`src/rtl/entropy_src_window_ht.sv`:
```
// entropy_src_window_ht: windowed ones-count health test.
// Publishes a saturating ones count and threshold fail pulses per window.
module entropy_src_window_ht #(
    parameter int RngBusWidth = 4,
    parameter int RegWidth    = 16
) (
    input  logic                   clk_i,
    input  logic                   rst_ni,
    input  logic [RngBusWidth-1:0] entropy_bit_i,
    input  logic                   entropy_bit_vld_i,
    input  logic                   active_i,
    input  logic                   clear_i,
    input  logic [RegWidth-1:0]    window_i,
    input  logic [RegWidth-1:0]    thresh_hi_i,
    input  logic [RegWidth-1:0]    thresh_lo_i,
    output logic [RegWidth-1:0]    test_cnt_o,
    output logic                   test_done_pulse_o,
    output logic                   test_fail_hi_pulse_o,
    output logic                   test_fail_lo_pulse_o,
    output logic                   window_wrap_pulse_o,
    output logic                   sat_o
);

    localparam int PcW = $clog2(RngBusWidth + 1);

    logic [RegWidth-1:0] samp_cnt_q;
    logic [RegWidth-1:0] ones_acc_q;
    logic [PcW-1:0]      pc;
    logic [RegWidth:0]   sum_wide;
    logic [RegWidth:0]   samp_nxt;
    logic [RegWidth-1:0] sum;
    logic                sum_ovf;
    logic                acc_en;
    logic                close;

    // Popcount of the current sample across all lanes.
    always_comb begin
        pc = '0;
        for (int i = 0; i < RngBusWidth; i++) begin
            pc = pc + PcW'(entropy_bit_i[i]);
        end
    end

    // One extra bit catches accumulator overflow and window overrun.
    assign sum_wide = {1'b0, ones_acc_q} + (RegWidth + 1)'(pc);
    assign sum_ovf  = sum_wide[RegWidth];
    assign sum      = sum_ovf ? '1 : sum_wide[RegWidth-1:0];
    assign samp_nxt = {1'b0, samp_cnt_q} + (RegWidth + 1)'(1);

    assign acc_en = active_i & entropy_bit_vld_i & (window_i != '0);
    assign close  = acc_en & (samp_nxt >= {1'b0, window_i});

    assign window_wrap_pulse_o = close;

    // Window sample counter and ones accumulator.
    always_ff @(posedge clk_i or negedge rst_ni) begin
        if (!rst_ni) begin
            samp_cnt_q <= '0;
            ones_acc_q <= '0;
        end else if (clear_i || !active_i || close) begin
            samp_cnt_q <= '0;
            ones_acc_q <= '0;
        end else if (acc_en) begin
            samp_cnt_q <= samp_nxt[RegWidth-1:0];
            ones_acc_q <= sum;
        end
    end

    // Published count, window pulses and sticky saturation flag.
    always_ff @(posedge clk_i or negedge rst_ni) begin
        if (!rst_ni) begin
            test_cnt_o           <= '0;
            test_done_pulse_o    <= 1'b0;
            test_fail_hi_pulse_o <= 1'b0;
            test_fail_lo_pulse_o <= 1'b0;
            sat_o                <= 1'b0;
        end else begin
            test_done_pulse_o    <= 1'b0;
            test_fail_hi_pulse_o <= 1'b0;
            test_fail_lo_pulse_o <= 1'b0;
            if (clear_i) begin
                test_cnt_o <= '0;
                sat_o      <= 1'b0;
            end else if (acc_en) begin
                if (sum_ovf) begin
                    sat_o <= 1'b1;
                end
                if (close) begin
                    test_cnt_o           <= sum;
                    test_done_pulse_o    <= 1'b1;
                    test_fail_hi_pulse_o <= (sum > thresh_hi_i);
                    test_fail_lo_pulse_o <= (sum < thresh_lo_i);
                end
            end
        end
    end

endmodule

```
`config.mk`:
```
export PLATFORM = sky130hd
export DESIGN_NAME = entropy_src_window_ht
export DESIGN_NICKNAME = d
export VERILOG_FILES = /design/src/rtl/entropy_src_window_ht.sv
export SDC_FILE = /design/constraint.sdc
export NUM_CORES = 1
export LEC_CHECK = 0
export CAP_MARGIN = 20
export CORE_MARGIN = 2
export CORE_UTILIZATION = 57
export CTS_BUF_LIST = sky130_fd_sc_hd__clkbuf_16
export DETAILED_ROUTE_END_ITERATION = 6
export GPL_TIMING_DRIVEN = 0
export PLACE_DENSITY = 0.86
export SLEW_MARGIN = 20
export SYNTH_ARGS = -nofsm -noshare
export SYNTH_HDL_FRONTEND = slang
export SYNTH_SLANG_ARGS = --single-unit
```
`constraint.sdc`:
```
create_clock -name clk_i -period 10.5 [get_ports clk_i]
set_clock_uncertainty 0.05 [all_clocks]
set_input_delay 2.625 -clock clk_i [delete_from_list [all_inputs] [get_ports clk_i]]
set_output_delay 2.625 -clock clk_i [all_outputs]
set_load 0.01 [all_outputs]
```
==> impl_results.md, run 1 <==
* Synth Cell Area at 4100 um2
* Hpwl dp at 8380 um
* DRC at 0
* Clock Latency Late Sink at 0.30 ns
* CP required at 7.83 ns
* Average wire per standard cell at 17.4 um
* # IOs at 78
* Setup TNS Final at 0 ns
* CP Max Fanout at 10
* Crit path buf inv count at 5
* Met1 usage at 40.3%
* Die area at 7880 um2
* Fin crit period at 8.04 ns
* Final #Nets at 635
* Final Cycle Share at 76.6%
* Fin. max-slew vios at 0
* Top cell type by total area after synthesis: dfrtp_1
* Critical path launch point type: input pin
* Syn Nets at 551
* Netlist cell types at 55
* Port buffer count at 77
* CTS Hold Bufs at 0
* CTS tree: done
* Hold Crit Class: flip-flop to flip-flop
* Most common cell after layout, fill and taps aside: clkdlybuf4s50_1
* Maximum VDD drop at 0.0843 mV
* Reg2reg path depth at 17
* Worst Setup SP: window_i[7]
* Worst path slowest cell: clkdlybuf4s50_1
* Vias/cell at 6.00
* Status: finished, final reports clean
* Critical path class: input pin to primary output
* CTS H-tree depth at 2
* First-pass GRT wire length at 17900 um
* Unrepaired setup endpoints after global routing: no
* Maximum clock rate at 0.124 GHz
* Std-Cell Rows at 30
* Delay-heaviest family, CP: buffers and inverters
* Clock sink count at 52
* ANT cells at 0
* Slowest stage delay, CP at 0.51 ns
* Share of cells above drive strength 1 at 7.77%
* Setup Viol. Count Final at 0
* CTS buffer count at 5
* Number of global-route vias before repair at 3779
* FF-to-FF setup slack at 6.16 ns
* Area Overhead vs Synth at 25.8%
* Cell area power density at 91.3 nW/um2
* Starting DRT DRC Count at 264
* Largest net degree at the start of global routing at 53
* Post-DRT Antenna Nets at 0
* Clock Tree Buf Depth at 2
* Max-cap violations at 0
* Post-synth EDFFs at 0
* Most frequent cells in the layout: clkdlybuf4s50_1 (76), inv_1 (53), dfrtp_1 (52)
* Final Hold Viols at 0
* Worst EP arrival at 5.36 ns
* Setup slack after layout at 2.46 ns
* Yosys warns at 0
* Post-place setup slack at 2.50 ns
* GRT Overall Usage at 29.4%
* Mapped Cells at 443
* Number of cells on the critical path at 10
* Critical Path Sink: window_wrap_pulse_o
* PostCTS Resize Cnt at 0
* Worst setup EP type: primary output
* Flop and latch count out of synthesis at 52
* Worst r2r dst: test_fail_lo_pulse_o
* Initial DRT Pass Iterations at 4
* Width of the die at 88.8 um
* Largest cells by area after synthesis: dfrtp_1 (32%), ha_1 (15%), a22o_1 (4.9%), inv_1 (4.9%), nand2_1 (3.1%)
* Async set or reset register ratio after synthesis at 100%
* GR Layer Usage met2 at 49.5%
* Max transition margin at 53.2%
* CP Cell Sequence: clkdlybuf4s50_1, inv_1, ha_1, o21ai_0, nor2_1, o31a_1, o41a_1, buf_6, buf_6, clkdlybuf4s50_1
* Routed WL at 10900 um
* Worst-path clk slew at 0.07 ns
* Initial core utilization at 59.6%
* Setup Fix Bufs, Post-CTS at 0
* Crit Reg-Reg Startpoint: ones_acc_q[0]
* Total number of vias at 3745
* Post-route total power at 0.000470 W
* Avg Inst Size Synth at 9.24 um2
* CTS Root Cell: clkbuf_16
* Grt ovf at 0
* Routability cong. at 0.902
* Leakage power at 2.53 nW
* Initial antenna violation count at 0
* GR Layer Usage met3 at 3.54%
* Area share of the largest cell type after synthesis at 31.8%
* CORE AREA at 6870 um2
* Sequential area share after synthesis at 31.8%
* Die height at 88.8 um
* Worst Tran Pin Value at 0.701 ns
* Main flop type after synthesis: dfrtp_1
* GRT busiest layer: met2
==> routing by layer <==
metal	routed length (um)	vias to the layer above
met1	4790	1819
met4	119	0
met3	592	11
li1	-	1768
met2	5380	147
met5	0	-
==> worst min path at each step <==
stage	startpoint	end	slack [ns]	depth (start not counted)
CTS	test_cnt_o[0]	test_cnt_o[0]	0.48	2
global placement	test_cnt_o[1]	test_cnt_o[1]	0.45	2
global route	test_cnt_o[0]	test_cnt_o[0]	0.50	2
detailed placement	test_cnt_o[0]	test_cnt_o[0]	0.46	2
floorplan	samp_cnt_q[6]	samp_cnt_q[6]	0.45	1
finish	test_cnt_o[14]	test_cnt_o[14]	0.48	2
==> stage by stage <==
| step | utilization [%] | area [um2] | std cells | hold WS (ns) |
|---|---|---|---|---|
| after floorplan | - | 4100 | 443 | 0.447 |
| after global placement | 72.6 | 4990 | 616 | 0.450 |
| after detailed placement | 72.6 | 4980 | 616 | 0.463 |
| after CTS | 75.0 | 5150 | 624 | 0.480 |
| after global routing | 75.0 | 5150 | 624 | 0.496 |
| final | 75.0 | 5150 | 624 | 0.481 |
==> layout make-up <==
class                           instances  area, um2
Multi-Input combinational cell        324       2510
Fill cell                             494       1720
Sequential cell                        52       1300
Timing Repair Buffer                   77        768
Inverter                               53        199
Clock buffer                            5        125
Tap cell                               96        120
Buffer                                 14       83.8
Clock inverter                          3       42.5
==> Yosys cell counts, types with 10 or more instances <==
master and n:
nand2_1 34, xnor2_1 13, nor2_1 30, inv_1 53, nand3_1 14, and3_1 10, ha_1 48, o21ai_0 16
a22o_1 23, xor2_1 11, a21oi_1 18, dfrtp_1 52
==> cells by family (layout without fill, tap and decap cells) <==
family                     Yosys count  in the layout  share of synthesized area [%]
AOI/OAI and AO/OA                  105            105                           20.1
buffers and inverters               67            152                           6.90
xor gates and xnor gates            24             24                           5.13
and+or+nand+nor                    133            133                           17.2
adders and majority gates           51             51                           16.1
muxes                               11             11                           2.78
DFF                                 52             52                           31.8
==> where the power goes <==
part           leakage (nW)  internal (W)  switching (W)
registers             0.725      0.000201     0.00000130
clock network        0.0798      0.000112      0.0000772
logic                  1.72     0.0000378      0.0000406
total                  2.53      0.000351       0.000119
==> tightest hold or removal path: cells and delay by family (launching register included) <==
| kind | cells | cell delay, ns |
|---|---|---|
| flops | 1 | 0.35 |
| mux | 1 | 0.07 |
| simple gates | 1 | 0.08 |
==> flip-flops by register name, indices dropped and copies added (netlist names) <==
register,count
ones_acc_q,16
test_fail_hi_pulse_o,1
test_fail_lo_pulse_o,1
samp_cnt_q,16
sat_o,1
test_cnt_o,16
test_done_pulse_o,1
Note: power is estimated with default switching activity, not from simulation.
==> inputs of run 2 (changes only) <==
--- a/config.mk
+++ b/config.mk
@@ -7,11 +7,11 @@
 export LEC_CHECK = 0
 export CAP_MARGIN = 20
 export CORE_MARGIN = 2
-export CORE_UTILIZATION = 57
+export CORE_UTILIZATION = 48
 export CTS_BUF_LIST = sky130_fd_sc_hd__clkbuf_16
 export DETAILED_ROUTE_END_ITERATION = 6
 export GPL_TIMING_DRIVEN = 0
-export PLACE_DENSITY = 0.86
+export PLACE_DENSITY = 0.78
 export SLEW_MARGIN = 20
 export SYNTH_ARGS = -nofsm -noshare
 export SYNTH_HDL_FRONTEND = slang
==> constraint.sdc (replaced) <==
create_clock -name clk_i -period 7.25 [get_ports clk_i]
set_clock_uncertainty 0.05 [all_clocks]
set_input_delay 1.8125 -clock clk_i [delete_from_list [all_inputs] [get_ports clk_i]]
set_output_delay 1.8125 -clock clk_i [all_outputs]
set_load 0.01 [all_outputs]
==> run 2 against run 1 <==
Effect of this change:
- sequential share of layout area barely moved
- setup slack got worse by 1.6 ns
- die area rose by 18%
- routed wire length fell by 2.4%
- first-iteration DRC count fell by 32%
- register-to-register slack got worse by 3.2 ns
==> impl_results.md, run 2 (synthesized netlist as in run 1, its figures left out) <==
* Average wire per standard cell at 16.8 um
* Port buffer count at 77
* Fin. max-slew vios at 0
* ANT cells at 0
* Max-cap violations at 0
* Hold Path Depth at 2
* Reg2reg path depth at 17
* Hpwl dp at 8430 um
* Area Overhead vs Synth at 26.0%
* Cell area power density at 130 nW/um2
* Final #Nets at 635
* Routability cong. at 0.870
* CTS H-tree depth at 2
* FF-to-FF setup slack at 2.98 ns
* Worst EP arrival at 6.55 ns
* Most frequent cells in the layout: clkdlybuf4s50_1 (76), inv_1 (54), dfrtp_1 (52)
* Post-DRT Antenna Nets at 0
* DRC at 0
* Clock Latency Late Sink at 0.29 ns
* CTS tree: done
* Post-place setup slack at 0.561 ns
* Setup slack after layout at 0.829 ns
* Grt ovf at 0
* Worst-path clk slew at 0.07 ns
* Std-Cell Rows at 33
* Initial antenna violation count at 0
* Worst setup EP type: flip-flop
* Maximum VDD drop at 0.0969 mV
* CTS Hold Bufs at 0
* Setup Fix Bufs, Post-CTS at 0
* Status: finished, final reports clean
* Initial DRT Pass Iterations at 5
* CP required at 7.38 ns
* CORE AREA at 8260 um2
* Placed cell areas at 4990 um2
* Hold worst-path end: test_cnt_o[4]
* Clock Tree Buf Depth at 2
* Fin crit period at 6.42 ns
* Final Hold Viols at 0
* Hold path start: test_cnt_o[4]
* CTS buffer count at 5
* GRT Overall Usage at 24.0%
* Setup TNS Final at 0 ns
* Initial core utilization at 49.6%
* PostCTS Resize Cnt at 0
* Most common cell after layout, fill and taps aside: clkdlybuf4s50_1
* Critical path class: input pin to flip-flop
* Post-route total power at 0.000669 W
* Width of the die at 96.4 um
* Largest regs: ones_acc_q (16), samp_cnt_q (16), test_cnt_o (16)
* Max transition margin at 56.0%
* Total number of vias at 3714
* Die height at 96.4 um
* Worst Tran Pin Value at 0.660 ns
* Starting DRT DRC Count at 179
* Setup Viol. Count Final at 0
* Vias/cell at 5.87
* Crit Reg-Reg Startpoint: ones_acc_q[0]
* CP Max Fanout at 10
* Final Cycle Share at 88.6%
* Number of global-route vias before repair at 3547
* Unrepaired setup endpoints after global routing: no
* Die area at 9290 um2
* Largest net degree at the start of global routing at 53
* Worst r2r dst: test_fail_lo_pulse_o
* Maximum clock rate at 0.156 GHz
* Hold Crit Class: flip-flop to flip-flop
* Clock sink count at 52
* Routed WL at 10600 um
* CTS Root Cell: clkbuf_16
* First-pass GRT wire length at 17100 um
* Critical path launch point type: input pin
* Leakage power at 2.53 nW
* Final instance area at 5160 um2
* Share of cells above drive strength 1 at 7.58%
* # IOs at 78
* Worst Setup SP: entropy_bit_i[0]
## run 2: cell count changes in the layout (fill, tap and decap cells not counted), sizes merged
cell      change
clkinvlp      -1
inv           +1
## run 2: worst max path at each step
stage / to / slack (ns)
3_5_place_dp: test_fail_lo_pulse_o / 0.56
3_3_place_gp: test_fail_lo_pulse_o / 0.65
6_report: test_fail_lo_pulse_o / 0.83
5_1_grt: test_fail_lo_pulse_o / 0.55
2_1_floorplan: test_fail_lo_pulse_o / 1.64
4_1_cts: test_fail_lo_pulse_o / 0.84
## run 2: power breakdown
part | leakage (nW) | switching (W) | internal, W | total (W)
sequential | 0.725 | 0.00000191 | 0.000292 | 0.000293
combinational | 1.72 | 0.0000584 | 0.0000546 | 0.000113
clock | 0.0850 | 0.000102 | 0.000161 | 0.000263
total | 2.53 | 0.000162 | 0.000507 | 0.000669
## run 2: metal layers
layer  wire [um]  global-route usage (%)  part of all wire [%]
met3         428                    2.98                   4.0
met1        4760                    33.5                    45
met5           0                       0                     0
met4         172                    6.22                   1.6
met2        5250                    39.6                    49
## run 2: area by class of cell
type | count | area (um2)
inverter | 53 | 199
sequential | 52 | 1300
timing repair buffer | 77 | 768
clock inverter | 3 | 38.8
multi-input combinational | 324 | 2510
clock buffer | 5 | 125
fill | 705 | 3100
buffer | 14 | 83.8
tap | 105 | 131
## run 2: through the flow
stage               hold WS [ns]  utilization (%)  instances
floorplan                  0.447                -        443
finish                     0.475             62.5        633
detailed placement         0.466             60.5        625
global placement           0.456             60.5        625
CTS                        0.488             62.5        633
global route               0.512             62.5        633
## run 2: worst max-delay path, stage by stage
cell             delay, ns
clkdlybuf4s50_1       0.43
fa_1                  0.55
inv_1                 0.06
fa_1                  0.38
inv_1                 0.08
fa_1                  0.29
nand4_1               0.27
nor3_2                0.40
nand2_1               0.14
buf_2                 0.22
buf_2                 0.23
nand2_1               0.16
ha_1                  0.27
a21o_1                0.16
a21o_1                0.17
a221o_1               0.36
a21oi_1               0.24
a2111oi_2             0.07
a2111oi_2             0.27
